### src/rtl/program_sequencer_if.sv
`default_nettype none
// ============================================================================
// Module   : program_sequencer_if
// Purpose  : Bundle of ROM, fetch-stage and datapath control signals around
//            the program sequencer. The master modport is the sequencer side.
//            rom_ready exists only when PROGRAM_SEQ_WAIT_EN is defined.
// Revision : 1.0 - initial release
// ============================================================================
interface program_sequencer_if #(
  parameter int PC_WIDTH = 12
);
  logic [PC_WIDTH-1:0] rom_addr;
  logic [7:0]          rom_data;
`ifdef PROGRAM_SEQ_WAIT_EN
  logic                rom_ready;
`endif
  logic                load;
  logic [PC_WIDTH-1:0] load_addr;
  logic                hold;
  logic                phase;
  logic [PC_WIDTH-1:0] pc;
  logic [7:0]          programByte;
  logic                fetch_done;

`ifdef PROGRAM_SEQ_WAIT_EN
  modport master (
    output rom_addr, phase, pc, programByte, fetch_done,
    input  rom_data, rom_ready, load, load_addr, hold
  );
  modport slave (
    input  rom_addr, phase, pc, programByte, fetch_done,
    output rom_data, rom_ready, load, load_addr, hold
  );
`else
  modport master (
    output rom_addr, phase, pc, programByte, fetch_done,
    input  rom_data, load, load_addr, hold
  );
  modport slave (
    input  rom_addr, phase, pc, programByte, fetch_done,
    output rom_data, load, load_addr, hold
  );
`endif
endinterface
`default_nettype wire

### src/rtl/program_sequencer.sv
`default_nettype none
// ============================================================================
// Module   : program_sequencer
// Purpose  : Owns the program counter, generates the two-phase fetch/execute
//            signal, reads the program ROM and holds the registered
//            instruction byte for the fetch stage.
//            Optional ROM wait states: define PROGRAM_SEQ_WAIT_EN.
// Revision : 1.0 - initial release
// ============================================================================
module program_sequencer #(
  parameter int                   PC_WIDTH   = 12,
  parameter logic [PC_WIDTH-1:0]  RESET_ADDR = '0
) (
  input  wire logic                clk,
  input  wire logic                reset,
  program_sequencer_if.master      bus
);

  localparam logic [0:0] c_fetch = 1'b0;
  localparam logic [0:0] c_exec  = 1'b1;

  logic [0:0]          r_phase;
  logic [PC_WIDTH-1:0] r_pc;
  logic [7:0]          r_program_byte;
  logic                r_fetch_done;
  logic                w_rom_ready;

`ifdef PROGRAM_SEQ_WAIT_EN
  assign w_rom_ready = bus.rom_ready;
`else
  // Without wait states the ROM is assumed settled on every FETCH edge.
  assign w_rom_ready = 1'b1;
`endif

  // Sequencer state: reset beats hold, hold beats ROM wait, then sequencing.
  always_ff @(posedge clk or negedge reset) begin
    if (!reset) begin
      r_phase        <= c_fetch;
      r_pc           <= RESET_ADDR;
      r_program_byte <= 8'h00;
      r_fetch_done   <= 1'b0;
    end else if (bus.hold) begin
      r_fetch_done   <= 1'b0;
    end else begin
      case (r_phase)
        c_fetch: begin
          if (w_rom_ready) begin
            r_program_byte <= bus.rom_data;
            r_phase        <= c_exec;
            r_fetch_done   <= 1'b1;
          end else begin
            r_fetch_done   <= 1'b0;
          end
        end
        default: begin
          // load is only honoured here; a FETCH-cycle pulse never reaches pc.
          r_pc         <= bus.load ? bus.load_addr : r_pc + 1'b1;
          r_phase      <= c_fetch;
          r_fetch_done <= 1'b0;
        end
      endcase
    end
  end

  assign bus.rom_addr    = r_pc;
  assign bus.pc          = r_pc;
  assign bus.phase       = r_phase[0];
  assign bus.programByte = r_program_byte;
  assign bus.fetch_done  = r_fetch_done;

endmodule
`default_nettype wire

### src/flat_wrapper.sv
// flat-port wrapper written by rule: the top's interface ports become plain ports
module program_sequencer_flat 
#(
  parameter int                   PC_WIDTH   = 12,
  parameter logic [PC_WIDTH-1:0]  RESET_ADDR = '0
)
  (clk, reset, bus_rom_addr, bus_phase, bus_pc, bus_programByte, bus_fetch_done, bus_rom_data, bus_load, bus_load_addr, bus_hold);
  program_sequencer_if #(.PC_WIDTH(PC_WIDTH)) bus_i ();
  input  wire logic clk;
  input  wire logic reset;
  output wire logic [$bits(bus_i.rom_addr)-1:0] bus_rom_addr;
  output wire logic [$bits(bus_i.phase)-1:0] bus_phase;
  output wire logic [$bits(bus_i.pc)-1:0] bus_pc;
  output wire logic [$bits(bus_i.programByte)-1:0] bus_programByte;
  output wire logic [$bits(bus_i.fetch_done)-1:0] bus_fetch_done;
  input wire logic [$bits(bus_i.rom_data)-1:0] bus_rom_data;
  input wire logic [$bits(bus_i.load)-1:0] bus_load;
  input wire logic [$bits(bus_i.load_addr)-1:0] bus_load_addr;
  input wire logic [$bits(bus_i.hold)-1:0] bus_hold;
  assign bus_rom_addr = bus_i.rom_addr;
  assign bus_phase = bus_i.phase;
  assign bus_pc = bus_i.pc;
  assign bus_programByte = bus_i.programByte;
  assign bus_fetch_done = bus_i.fetch_done;
  assign bus_i.rom_data = bus_rom_data;
  assign bus_i.load = bus_load;
  assign bus_i.load_addr = bus_load_addr;
  assign bus_i.hold = bus_hold;
  program_sequencer #(.PC_WIDTH(PC_WIDTH), .RESET_ADDR(RESET_ADDR)) u_core (.clk(clk), .reset(reset), .bus(bus_i));
endmodule
### config.mk
export PLATFORM = sky130hd
export DESIGN_NAME = program_sequencer_flat
export DESIGN_NICKNAME = d
export VERILOG_FILES = /design/src/rtl/program_sequencer_if.sv /design/src/rtl/program_sequencer.sv /design/src/flat_wrapper.sv
export SDC_FILE = /design/constraint.sdc
export NUM_CORES = 1
export LEC_CHECK = 0
export BUFFER_PORTS_ARGS = -buffer_cell sky130_fd_sc_hd__buf_2
export CORE_MARGIN = 5
export CORE_UTILIZATION = 49
export CTS_BUF_LIST = sky130_fd_sc_hd__clkbuf_4 sky130_fd_sc_hd__clkbuf_8 sky130_fd_sc_hd__clkbuf_16
export DETAILED_ROUTE_END_ITERATION = 8
export PLACE_DENSITY_LB_ADDON = 0.25
export SETUP_SLACK_MARGIN = 0.2
export SYNTH_ARGS = -nofsm -noshare
export SYNTH_HDL_FRONTEND = slang
export SYNTH_SLANG_ARGS = --single-unit
### constraint.sdc
create_clock -name clk -period 2.4 [get_ports clk]
set_input_delay 0.12 -clock clk [delete_from_list [all_inputs] [get_ports clk]]
set_output_delay 0.12 -clock clk [all_outputs]
set_load 0.01 [all_outputs]
== Word level (Yosys, flattened, before mapping) ==
Cells that the tools add are included.

* Bitwise operators: 2
* Mux-type cells: 3
* Add/sub/neg operators: 1
* Reduce and logical (&&, ||, !) cells: 2

{| class="wikitable"
|+ Operators with widths
! cell !! count
|-
| 12-bit by 1-bit adder with 12-bit output, second input constant || 1
|-
| 12-bit two-way mux || 1
|-
| 2-bit AND reduction || 2
|-
| 1-bit two-way mux || 2
|-
| 1-bit NOT || 2
|}

* Input bits: 24
* Word-level logic and storage cells: 12
* Output and inout bits: 34
* Register bits after elaboration: 22

== Depth between registers and ports, before layout ==
* Depth after elaboration: 2
* Depth in mapped cells: 6
* Depth with buffers taken out: 5

== Worst setup path after synthesis ==
Ideal clock, no wire load.

* Path kind: reg-to-reg
* Start: register u_core.r_pc[0], in the netlist u_core.bus.pc[0]
* End: register u_core.r_pc[10], in the netlist u_core.bus.pc[10]
* Cell stages (with the launch flop): 6
* Path buffers: 0
* Arrival time: 1.475 ns
* Period minus slack after synthesis: 1.604 ns
* Required time: 2.271 ns
* Library setup time: 0.129 ns
* Slack: 0.796 ns
* Path through: dfrtp_1 > ha_1 > nand4_2 > or4_1 > o21ai_1 > a22oi_1

* Cells in the longest elaborated chain, start to end: 2

{| class="wikitable"
|+ RTL lines
! item !! line !! source
|-
| start, declared || program_sequencer.sv:23 || <nowiki>logic [PC_WIDTH-1:0] r_pc;</nowiki>
|-
| start signal, assigned || program_sequencer.sv:57 || <nowiki>r_pc <= bus.load ? bus.load_addr : r_pc + 1'b1;</nowiki>
|-
| 12-bit by 1-bit adder with 12-bit output || program_sequencer.sv:57 ||
|-
| 12-bit two-way mux || program_sequencer.sv:57 ||
|}

No other way between the ends.
A chain may end at the register's enable or synchronous reset.

== Final worst setup path ==
Ends and elaborated chain as after synthesis.

==> run_results.csv <==
group,metric,value,unit
cts,cts_made_buffers,3,
timing,max_slew_margin,66.8,%
finish,fin_cells,201,
detailed_routing,ant_nets,0,
global_routing,grt_pass1_vias,1042,
job,drv_cap,0,
synth,ys_seq_elements,22,
worst_setup_path,critical-path-slowest-cell,"or4_1",
die,ioPinCount,58,
global_routing,grt_pass1_wl,4620,um
synth,synthMuxAreaShare,12.5,%
global_routing,grt_max_degree,23,
worst_setup_path,critPathMaxStageDelay,0.52,ns
synth,synth_edf_count,0,
worst_setup_path,end_kind,"flip-flop",
timing,fin_ws,0.764,ns
detailed_routing,drt-initial-drc-count,12,
finish,mostFrequentLayoutCell,"buf_2",
timing,fin_hold_ws,0.0173,ns
detailed_routing,drc,0,
detailed_routing,wirelength,2750,um
finish,n_fill_cell,212,
worst_setup_path,cp_max_fo,6,
worst_setup_path,start_kind,"flip-flop",
cts,clk_pin_slew,0.13,ns
die,initial_utilization,50.0,%
placement,dp.cells,195,
timing,fin_crit_sh,68.1,%
cts,clockBufferDepth,2,
worst_setup_path,required,2.62,ns
detailed_routing,post_drt_wl_per_cell,13.7,um
cts,clk_latency,0.32,ns
synth,syn_area_per_cell,9.72,sq um
placement,place_ws,0.775,ns
die,die_h,59.6,um
min_path,hold_class,"input port to flip-flop",
global_routing,track_usage,17.1,%
synth,seq_area_frac_synth,45.7,%
global_routing,grt-ovfl-total,0,
synth,yosys_warnings,0,
cts,postCtsSetupBuffers,0,
die,core_area,2410,sq um
timing,maxSlewViolCount,0,
synth,synth_top_family_by_area,"simple AND/OR/NAND/NOR gates",
die,fp.dieW,59.6,um
timing,grt_setup_unrepaired,"false",
synth,syn_nets,149,
detailed_routing,dr.pass1.iters,4,
power,irDropWorstVdd,726,uV
synth,yosys.area_share.adder,1.04,%
timing,setup_viol,0,
synth,synth-xor-area-share,0.727,%
synth,synth_compound_area_share,14.5,%
placement,gp_congestion,0.743,
global_routing,grt_antenna_before_repair,0,
placement,portBuffers,57,
finish,stdcell_area,1480,sq um
finish,synthToLayoutAreaGrowth,22.4,%
finish,antenna_cells,0,
cts,clock_tree.root_cell,"clkbuf_4",
placement,place_area,1420,sq um
cts,clock_sink_count,22,
detailed_routing,vias,1061,
synth,synthSimpleGateAreaFrac,15.0,%
finish,layout_common_cells,"buf_2 (57), dfrtp_1 (22), nand2_1 (12)",
finish,final_layout_size_suffix_gt1_share,42.7,%
timing,fmax,611,MHz
cts,h-tree-depth,1,
worst_setup_path,crit_chain,"ha_1 > nand4_2 > or4_1 > o21ai_1 > a22oi_1",
timing,worst_slew_pin_slew,0.498,ns
detailed_routing,viasPerCell,5.28,
worst_setup_path,path_class,"flip-flop to flip-flop",
timing,finalSetupTns,0,ns
synth,synthDistinctLibCells,30,
placement,dp_hpwl,2050,um
timing,hold_viol_final,0,
synth,netlist_instances,124,
synth,synthArstFlopShare,100,%
finish,nNetsFinal,197,
status,status,"finished, final reports clean",
cts,cts_tree,"done",
die,die_area,3550,sq um
power,p_per_area,1210,nW/um^2
timing,fin_crit,1.64,ns
synth,ys.flop_type,"dfrtp_1",
synth,netlist_area,1200,sq um
worst_setup_path,cp.arrival,1.85,ns
timing,clock-skew-final,0.00925,ns
power,power.leakage,0.000730,uW
die,fp-row-count,18,
==> worst max-delay path, delay by kind of cell, from the launching register on <==
family                   cells  cell delay (ns)
AND/OR/NAND/NOR              2             0.70
AO/OA/AOI/OAI                2             0.17
flip-flops                   1             0.43
adder cells (fa/ha/maj)      1             0.25
==> sequential cells by signal (all words and copies together), names as in the netlist <==
register / cells
u_core.bus.fetch_done: 1
u_core.bus.pc: 12
u_core.bus.phase: 1
u_core.bus.programByte: 8
==> final cells by class <==
type	instances	area, sq um	area share (%)
inverter	3	11.3	0.763
multi-input combinational	82	527	35.7
timing repair buffer	60	313	21.2
tap	30	37.5	2.54
clock buffer	4	36.3	2.46
sequential	22	551	37.3
==> synth_stat cells (2+ instances only) <==
master	number	share of area (%)
a21oi_1	9	3.7
o22ai_1	4	2.1
dfrtp_1	22	46
a22oi_1	2	1.2
mux2_2	8	7.5
buf_2	3	1.2
mux2i_1	6	5.0
o211ai_1	3	1.9
buf_4	13	8.1
or4_1	2	1.2
nand3_1	5	2.1
o21ai_0	9	3.7
nand2_1	12	3.7
inv_1	2	0.62
and3_1	3	1.6
nor2_1	7	2.2
==> final timing paths <==
| path | from | endpoint | slack [ns] | depth (start not counted) |
|---|---|---|---|---|
| worst max-delay path | u_core.bus.pc[0] | u_core.bus.pc[10] | 0.76 | 5 |
| min in group asynchronous | reset | u_core.bus.pc[10] | 0.28 | 2 |
| worst max register to register | u_core.bus.pc[0] | u_core.bus.pc[10] | 0.76 | 5 |
| worst min-delay path | bus_rom_data[5] | u_core.bus.programByte[5] | 0.02 | 2 |
| worst min register to register | u_core.bus.programByte[6] | u_core.bus.programByte[6] | 0.52 | 1 |
| max in group asynchronous | reset | u_core.bus.programByte[3] | 1.78 | 2 |
==> per-stage QoR <==
step           utilization (%)  power (uW)
3_3_place_gp              58.9        1570
6_report                  61.2        1790
4_1_cts                   61.2        1810
3_5_place_dp              58.9        1600
5_1_grt                   61.2        1960
2_1_floorplan                -        1340
==> report_power, final <==
group | total [uW] | internal (uW) | switching (uW)
clock network | 210 | 92.9 | 117
registers | 756 | 548 | 208
logic | 822 | 390 | 432
total | 1790 | 1030 | 757
==> metal layers <==
metal	up-vias	track usage (%)	part of all wire, %
met5	-	0	0
met4	0	7.28	1.3
met3	4	4.58	9.6
met2	41	28.4	50
met1	486	20.8	39
li1	530	-	-
==> kinds of logic after synthesis <==
| logic type | after synthesis |
|---|---|
| buffers and inverters | 20 |
| muxes | 14 |
| DFF | 22 |
| AOI/OAI and AO/OA | 30 |
| xor gates and xnor gates | 1 |
| and+or+nand+nor | 36 |
| adders and majority gates | 1 |
==> what timing repair did <==
action	in CTS	in global routing
hold buffers	2	0
resized for setup	0	0
endpoints found under the hold margin	23	0
(Power assumes the default switching activity.)
